File: config.mk
export PLATFORM = sky130hd
export DESIGN_NAME = control_sequencer
export DESIGN_NICKNAME = d
export VERILOG_FILES = /design/src/rtl/control_sequencer.sv
export SDC_FILE = /design/constraint.sdc
export NUM_CORES = 1
export LEC_CHECK = 0
export BUFFER_PORTS_ARGS = -buffer_cell sky130_fd_sc_hd__buf_2
export CORE_UTILIZATION = 30
export CTS_BUF_LIST = sky130_fd_sc_hd__clkbuf_8
export CTS_CLUSTER_DIAMETER = 120
export CTS_CLUSTER_SIZE = 10
export DETAILED_ROUTE_END_ITERATION = 12
export GPL_ROUTABILITY_DRIVEN = 0
export PLACE_DENSITY = 0.54
export SLEW_MARGIN = 15
export SYNTH_ARGS = -nofsm -noshare
export SYNTH_HDL_FRONTEND = slang
export SYNTH_SLANG_ARGS = --single-unit
File: constraint.sdc
create_clock -name clock -period 2.6 [get_ports clock]
set_input_delay 0.52 -clock clock [delete_from_list [all_inputs] [get_ports clock]]
set_output_delay 0.52 -clock clock [all_outputs]
set_load 0.02 [all_outputs]
File: src/rtl/control_sequencer.sv
// Hardwired control unit for a multi-cycle CPU: sequences T0..T7 per opcode,
// drives the control strobe bus, and counts retired instructions.
module control_sequencer #(
    parameter int OPW      = 5,
    parameter int MEM_WAIT = 1,
    parameter int CNT_W    = 16
) (
    input  logic             clock,
    input  logic             clear,
    input  logic             run,
    input  logic [OPW-1:0]   ir_opcode,
    input  logic             mem_ready,
    output logic [23:0]      ctrl,
    output logic [OPW-1:0]   alu_op,
    output logic [3:0]       step,
    output logic             illegal,
    output logic [CNT_W-1:0] instr_count
);

    localparam int PCOUT   = 0;
    localparam int PCIN    = 1;
    localparam int MARIN   = 2;
    localparam int MDRIN   = 3;
    localparam int MDROUT  = 4;
    localparam int IRIN    = 5;
    localparam int INCPC   = 6;
    localparam int READ    = 7;
    localparam int WRITE   = 8;
    localparam int ZIN     = 9;
    localparam int ZLOWOUT = 10;
    localparam int ZHIOUT  = 11;
    localparam int YIN     = 12;
    localparam int GRA     = 13;
    localparam int GRB     = 14;
    localparam int GRC     = 15;
    localparam int RIN     = 16;
    localparam int ROUT    = 17;
    localparam int BAOUT   = 18;
    localparam int COUT    = 19;
    localparam int HIIN    = 20;
    localparam int LOIN    = 21;
    localparam int HALTED  = 22;
    localparam int STALL   = 23;

    localparam logic [OPW-1:0] OP_LD   = OPW'(0);
    localparam logic [OPW-1:0] OP_LDI  = OPW'(1);
    localparam logic [OPW-1:0] OP_ST   = OPW'(2);
    localparam logic [OPW-1:0] OP_ADD  = OPW'(3);
    localparam logic [OPW-1:0] OP_SUB  = OPW'(4);
    localparam logic [OPW-1:0] OP_AND  = OPW'(5);
    localparam logic [OPW-1:0] OP_OR   = OPW'(6);
    localparam logic [OPW-1:0] OP_MUL  = OPW'(15);
    localparam logic [OPW-1:0] OP_NOP  = OPW'(26);
    localparam logic [OPW-1:0] OP_HALT = OPW'(27);

    typedef enum logic [3:0] {
        S_DEFAULT = 4'd0,
        S_T0      = 4'd1,
        S_T1      = 4'd2,
        S_T2      = 4'd3,
        S_T3      = 4'd4,
        S_T4      = 4'd5,
        S_T5      = 4'd6,
        S_T6      = 4'd7,
        S_T7      = 4'd8,
        S_HALT    = 4'd15
    } state_t;

    state_t     state;
    logic [3:0] step_inc;
    logic       is_ld, is_ldi, is_st, is_rtype, is_mul, is_nop, is_halt;
    logic       is_mem_fam, is_alu_fam, is_legal;
    logic       mem_step, stalled, seq_end;

    always_comb begin
        is_ld      = (ir_opcode == OP_LD);
        is_ldi     = (ir_opcode == OP_LDI);
        is_st      = (ir_opcode == OP_ST);
        is_rtype   = (ir_opcode == OP_ADD) || (ir_opcode == OP_SUB) ||
                     (ir_opcode == OP_AND) || (ir_opcode == OP_OR);
        is_mul     = (ir_opcode == OP_MUL);
        is_nop     = (ir_opcode == OP_NOP);
        is_halt    = (ir_opcode == OP_HALT);
        is_mem_fam = is_ld || is_ldi || is_st;
        is_alu_fam = is_rtype || is_mul;
        is_legal   = is_mem_fam || is_alu_fam || is_nop || is_halt;
        mem_step   = (state == S_T1) || (state == S_T6 && is_ld) || (state == S_T7 && is_st);
        stalled    = (MEM_WAIT != 0) && mem_step && !mem_ready;
        step_inc   = state + 4'd1;
        // Unknown opcode/step combinations retire rather than wander into undefined steps.
        case (state)
            S_T2:       seq_end = !is_legal || is_nop;
            S_T3, S_T4: seq_end = !(is_mem_fam || is_alu_fam);
            S_T5:       seq_end = is_ldi || is_rtype || !(is_ld || is_st || is_mul);
            S_T6:       seq_end = !(is_ld || is_st);
            S_T7:       seq_end = 1'b1;
            default:    seq_end = 1'b0;
        endcase
    end

    always_ff @(posedge clock) begin
        if (clear) begin
            state       <= S_DEFAULT;
            instr_count <= '0;
        end else begin
            case (state)
                S_DEFAULT: if (run) state <= S_T0;
                S_HALT:    state <= S_HALT;
                S_T0, S_T1, S_T2, S_T3, S_T4, S_T5, S_T6, S_T7: begin
                    if (!stalled) begin
                        if (state == S_T2 && is_halt) begin
                            state       <= S_HALT;
                            instr_count <= instr_count + CNT_W'(1);
                        end else if (seq_end) begin
                            state       <= run ? S_T0 : S_DEFAULT;
                            instr_count <= instr_count + CNT_W'(1);
                        end else begin
                            state <= state_t'(step_inc);
                        end
                    end
                end
                default:   state <= S_DEFAULT;
            endcase
        end
    end

    // Strobe decode: Moore in state/opcode, plus the memory-wait stall qualifier.
    always_comb begin
        ctrl   = '0;
        alu_op = '0;
        case (state)
            S_T0: begin
                ctrl[PCOUT] = 1'b1; ctrl[MARIN] = 1'b1; ctrl[INCPC] = 1'b1; ctrl[ZIN] = 1'b1;
                alu_op      = OP_ADD;
            end
            S_T1: begin
                ctrl[ZLOWOUT] = 1'b1; ctrl[READ] = 1'b1; ctrl[MDRIN] = 1'b1;
                ctrl[PCIN]    = !stalled;
                ctrl[STALL]   = stalled;
            end
            S_T2: begin
                ctrl[MDROUT] = 1'b1; ctrl[IRIN] = 1'b1;
            end
            S_T3: begin
                if (is_mem_fam) begin
                    ctrl[GRB] = 1'b1; ctrl[BAOUT] = 1'b1; ctrl[YIN] = 1'b1;
                end else if (is_alu_fam) begin
                    ctrl[GRB] = 1'b1; ctrl[ROUT] = 1'b1; ctrl[YIN] = 1'b1;
                end
            end
            S_T4: begin
                if (is_mem_fam) begin
                    ctrl[COUT] = 1'b1; ctrl[ZIN] = 1'b1;
                    alu_op     = OP_ADD;
                end else if (is_alu_fam) begin
                    ctrl[GRC] = 1'b1; ctrl[ROUT] = 1'b1; ctrl[ZIN] = 1'b1;
                    alu_op    = ir_opcode;
                end
            end
            S_T5: begin
                if (is_ld || is_st) begin
                    ctrl[ZLOWOUT] = 1'b1; ctrl[MARIN] = 1'b1;
                end else if (is_ldi || is_rtype) begin
                    ctrl[ZLOWOUT] = 1'b1; ctrl[GRA] = 1'b1; ctrl[RIN] = 1'b1;
                end else if (is_mul) begin
                    ctrl[ZLOWOUT] = 1'b1; ctrl[LOIN] = 1'b1;
                end
            end
            S_T6: begin
                if (is_ld) begin
                    ctrl[READ] = 1'b1; ctrl[MDRIN] = 1'b1; ctrl[STALL] = stalled;
                end else if (is_st) begin
                    ctrl[GRA] = 1'b1; ctrl[ROUT] = 1'b1; ctrl[MDRIN] = 1'b1;
                end else if (is_mul) begin
                    ctrl[ZHIOUT] = 1'b1; ctrl[HIIN] = 1'b1;
                end
            end
            S_T7: begin
                if (is_ld) begin
                    ctrl[MDROUT] = 1'b1; ctrl[GRA] = 1'b1; ctrl[RIN] = 1'b1;
                end else if (is_st) begin
                    ctrl[WRITE] = 1'b1; ctrl[STALL] = stalled;
                end
            end
            S_HALT:  ctrl[HALTED] = 1'b1;
            default: ctrl = '0;
        endcase
    end

    assign step    = state;
    assign illegal = (state == S_T2) && !is_legal;

endmodule
== Yosys cells after proc, flatten, opt, wreduce, memory -nomap -nowiden ==
Cells that the tools add are included.
Word-level totals
  output and inout port bits: 50
  input port bits: 9
  word-level logic and storage cells: 113
  flip-flop bits (word level): 20
Operators by class
  add/sub/neg operators: 2
  muxes and demuxes: 54
  bitwise logic cells: 1
  reductions and logical operators: 34
  eq/ne operators: 20
Operators with widths (number)
  2-to-1 mux 1 bit: 33
  2-to-1 mux 16 bit: 2
  adder 16 x 1 -> 16 bit (second input constant): 1
  == test 4 x 3 -> 1 bit (second input constant): 4
  logical OR 1 bit: 16
  2-to-1 mux 4 bit: 4
  case mux 1 bit (2 select lines): 8
  == test 5 x 3 -> 1 bit (second input constant): 3
  case mux 4 bit (3 select lines): 1
  == test 5 x 2 -> 1 bit (second input constant): 2
  == test 5 bit (second input constant): 2
  2-to-1 mux 5 bit: 2
  case mux 5 bit (2 select lines): 1
  == test 4 x 2 -> 1 bit (second input constant): 2
  == test 4 bit (second input constant): 2
  OR reduction 8 bit: 1
  zero test 1 bit: 6
  case mux 1 bit (3 select lines): 2
  == test 5 x 1 -> 1 bit (second input constant): 1
  == test 5 x 4 -> 1 bit (second input constant): 1
  logical AND 1 bit: 5
  zero test 5 bit: 1
  case mux 1 bit (5 select lines): 1
  adder 4 x 1 -> 4 bit (second input constant): 1
  8 further kinds: 9

== Logic depth before layout (Yosys ltp) ==
  depth after elaboration: 15
  gate-level depth with buffers: 8
  gate-level depth less buffers: 7

== Worst setup path before layout ==
OpenSTA, ideal clock, no wires.
  path kind: input to output
  from: in ir_opcode[1]
  to: out alu_op[0]
  data required time: 2.080 ns
  stages: 6
  buffers on the path: 1
  data arrival time: 2.312 ns
  slack: -0.232 ns
  cell sequence: clkbuf_1 > and2_1 > mux2i_1 > nor3_1 > nor2_1 > o21ai_0
On the way
  longest elaborated chain between the ends: 8
  elaborated cells on any way between the ends: 17
  classes of those cells: eq/ne: 7; mux: 3; reduce/logical: 7
Ends and longest elaborated chain
  start: declaration: RTL line 11  | input logic [OPW-1:0] ir_opcode,
  == test 5 x 2 -> 1 bit / == test 5 x 3 -> 1 bit (equally long branches): RTL line 79  | is_rtype = (ir_opcode == OP_ADD) || (ir_opcode == OP_SUB) ||
  logical OR 1 bit (2 in a row): RTL line 79
  logical OR 1 bit: RTL line 80  | (ir_opcode == OP_AND) || (ir_opcode == OP_OR);
  logical OR 1 bit: RTL line 85  | is_alu_fam = is_rtype || is_mul;
  2-to-1 mux 5 bit: RTL line 155  | end else if (is_alu_fam) begin
  2-to-1 mux 5 bit *: RTL line 152  | if (is_mem_fam) begin
  case mux 5 bit (2 select lines) *: RTL line 131  | case (state)
  end: declaration: RTL line 14  | output logic [OPW-1:0] alu_op,
Mark *: on every way between the ends. The rest lies on a longest branch, timed or not.

== Final worst setup path ==
  from: reg state[0], in the netlist step[0]
  to: out ctrl[23]
On the way
  longest elaborated chain between the ends: 8
  elaborated cells on any way between the ends: 12
  classes of those cells: eq/ne: 3; mux: 4; reduce/logical: 5
Ends and longest elaborated chain
  start: declaration: RTL line 69  | state_t state;
  start signal: assignment: RTL line 115  | state <= run ? S_T0 : S_DEFAULT;
  start signal: assignment: RTL line 118  | state <= state_t'(step_inc);
  == test 4 x 3 -> 1 bit: RTL line 87, 131
  logical AND 1 bit: RTL line 87  | mem_step = (state == S_T1) || (state == S_T6 && is_ld) || (state == S_T7 && is_st);
  logical OR 1 bit (2 in a row): RTL line 87
  logical AND 1 bit: RTL line 88  | stalled = (MEM_WAIT != 0) && mem_step && !mem_ready;
  2-to-1 mux 1 bit: RTL line 181  | end else if (is_st) begin
  2-to-1 mux 1 bit: RTL line 179  | if (is_ld) begin
  case mux 1 bit (3 select lines) *: RTL line 131
  end: declaration: RTL line 13  | output logic [23:0] ctrl,
Marked as above.

==> results.py <==
metrics = {
    "grt": {
        "antenna_found_initial": 0,
        "grt_pass1_wl_um": 8266,
        "globalRouteTotalUtil_pct": 14.22,
        "gr-total-overflow": 0,
        "grt_pass1_vias": 1708,
        "grt_start_max_net_pins": 38,
    },
    "logic_synthesis": {
        "ys_async_sr_fraction_pct": 0,
        "synth_largest_area_cell": "dfxtp_1",
        "synth_top_flop_cell": "dfxtp_1",
        "synth.area.top_cells": "dfxtp_1 (20%), mux2_4 (7.6%), a211oi_2 (6.3%)",
        "synthCells": 238,
        "ys_seq_area_share_pct": 20.30,
        "synth_common_cells": "nor2_1 (33), dfxtp_1 (20), nor2b_1 (18)",
        "yosysUniqueCellTypes": 60,
        "yosys_warnings": 0,
        "synth_area_per_cell_um2": 8.285,
        "synth_edf_count": 0,
        "syn-num-nets": 252,
        "post-synth-top-area-fraction_pct": 20.30,
        "yosysMostFrequentCell": "nor2_1",
        "synth_area_um2": 1972,
        "synth_seq_cells": 20,
    },
    "setup_path": {
        "cpMaxStageDelayCell": "or3b_2",
        "cp_max_fo": 5,
        "cp.required_ns": 2.08,
        "reg2reg_slack_ns": 0.17,
        "critPathLaunchType": "register",
        "crit_path_max_incr_delay_ns": 0.51,
        "worstPathArrival_ns": 2.00,
        "worstPathCellList": "inv_2 > ha_2 > or3b_2 > a21o_4 > nor2_2 > buf_4",
        "crit_type": "register to output port",
        "critPathCaptureType": "output port",
    },
    "timing": {
        "slew_viol_final": 0,
        "clock.fmax_mhz": 396.7,
        "final-setup-viol-count": 0,
        "tightest_slew_ns": 0.6235,
        "slew_headroom_pct": 58.05,
        "hold_viol": 0,
        "min_period_ns": 2.521,
        "finalCritPeriodShare_pct": 96.95,
        "finalClockSkew_ns": 0.004305,
        "hold_ws_ns": 0.5197,
        "rsz0062_at_grt": "true",
    },
    "final_layout": {
        "final_cells": 366,
        "area.growth.synth_to_final_pct": 20.62,
        "layout-drive-gt1-share_pct": 38.75,
        "num-nets-final": 304,
        "fin_area_um2": 2379,
        "diodes": 0,
    },
    "floorplan": {
        "fp.coreArea_um2": 6350,
        "rows": 29,
        "io_pins": 59,
        "die_x_um": 83.08,
        "die_h_um": 83.08,
        "die_area_um2": 6901,
        "start_util_pct": 31.05,
    },
    "detailed_routing": {
        "viasPerCell": 5.112,
        "wl_um": 5044,
        "ant_nets": 0,
        "vias": 1871,
        "post_drt_wl_per_cell_um": 13.78,
        "first_iter_violations": 96,
        "drtPass1Iterations": 4,
        "drc": 0,
    },
    "placed_design": {
        "io_buffers": 57,
        "placement.cell_area_um2": 2305,
        "dp_cells": 362,
        "place_hpwl_um": 3792,
    },
    "clock_tree": {
        "cts_buffers": 3,
        "cts-root-buf": "clkbuf_8",
        "cts_sinks": 20,
        "worstSkewPairLatency_ns": 0.26,
        "post-cts-setup-buffers": 0,
        "cts_buffer_depth": 2,
        "cts_max_level": 1,
        "clk_pin_slew_ns": 0.08,
        "cts_tree": "yes",
    },
    "worst_hold_path": {
        "min_path_type": "register to register",
    },
    "pwr": {
        "peakVddDrop_v": 0.0003439,
        "powerDensity_nw_per_um2": 573.4,
        "leakagePower_uw": 0.0009971,
    },
    "outcome": {
        "status": "completed",
    },
    "flow_run": {
        "maxCapViolCount": 0,
    },
}
-- cell usage in the layout (no fill, tap or decap), types with 4 or more instances in the layout --
master    netlist  layout
buf_2           5      56
nor2_1         33      32
dfxtp_1        20      19
nand2_1        17      17
nor2b_1        18      17
mux2_4         10      10
buf_4           4      10
nand3_1         9       9
inv_1          10       9
a211oi_2       10       9
and3_1          5       5
nand4_1         5       5
mux2_1          5       5
and2_1          4       4
nor4_1          4       4
clkbuf_8        0       4
-- worst max-delay path, delay by kind of cell (launching register included) --
family          cells  cell delay [ns]
compound gates      1             0.27
fa+ha+maj           1             0.22
buf+inv             2             0.25
flops               1             0.37
simple gates        2             0.62
-- path summary, 6_finish.rpt --
check                         end           start  depth (start not counted)
setup / recovery         ctrl[23]         step[0]                          6
hold / removal     instr_count[1]  instr_count[1]                          2
setup reg to reg  instr_count[10]         step[0]                          8
hold reg to reg    instr_count[1]  instr_count[1]                          2
-- timing repair --
| item | CTS | global route |
|---|---|---|
| resized for setup | 3 | 4 |
| hold buffers | 0 | 0 |
| pin swaps | 0 | 0 |
| endpoints found under the setup margin | 1 | 7 |
-- metrics by stage --
stage	total power (µW)	setup TNS, ns	setup WS (ns)	utilization (%)
floorplan	931.9	0	0.05802	-
global placement	1108	0	0.1991	36.30
detailed placement	1108	0	0.1707	36.30
CTS	1362	0	0.03874	37.24
global route	1444	-0.01225	-0.01034	37.46
finish	1364	0	0.07941	37.46
-- flip-flops by register name (all words and copies together) (netlist names) --
name	cells
instr_count	16
step	4
-- final cells by class --
class / instances / area, µm²
flip-flops and latches: 20 / 401.6
clock buffers: 4 / 55.05
well taps: 77 / 96.34
inverters: 11 / 41.29
repair buffers: 67 / 375.4
fillers: 685 / 3971
multi-input cells: 187 / 1409
-- per-layer routing --
layer | track usage (%) | wire [µm] | vias up
met4 | 1.567 | 26 | 0
met3 | 2.386 | 153 | 6
met1 | 21.08 | 2658 | 875
met2 | 22.13 | 2205 | 43
li1 | - | - | 947
met5 | 0 | 0 | -
-- power by group --
part           internal [µW]  switching [µW]  leakage, µW
logic                    282             489     0.000806
registers                321            23.5     0.000162
clock network            135             113    0.0000288
total                    739             625     0.000997
-- logic make-up after synthesis --
group	count (synthesis)	synth area share, %
AOI/OAI and AO/OA	46	22.59
xor gates and xnor gates	1	0.4442
adders and majority gates	5	3.173
buffers and inverters	31	9.771
DFF	20	20.30
muxes	18	11.99
other	1	0.1902
and+or+nand+nor	116	31.53
Power figures use the tool's default switching activity.
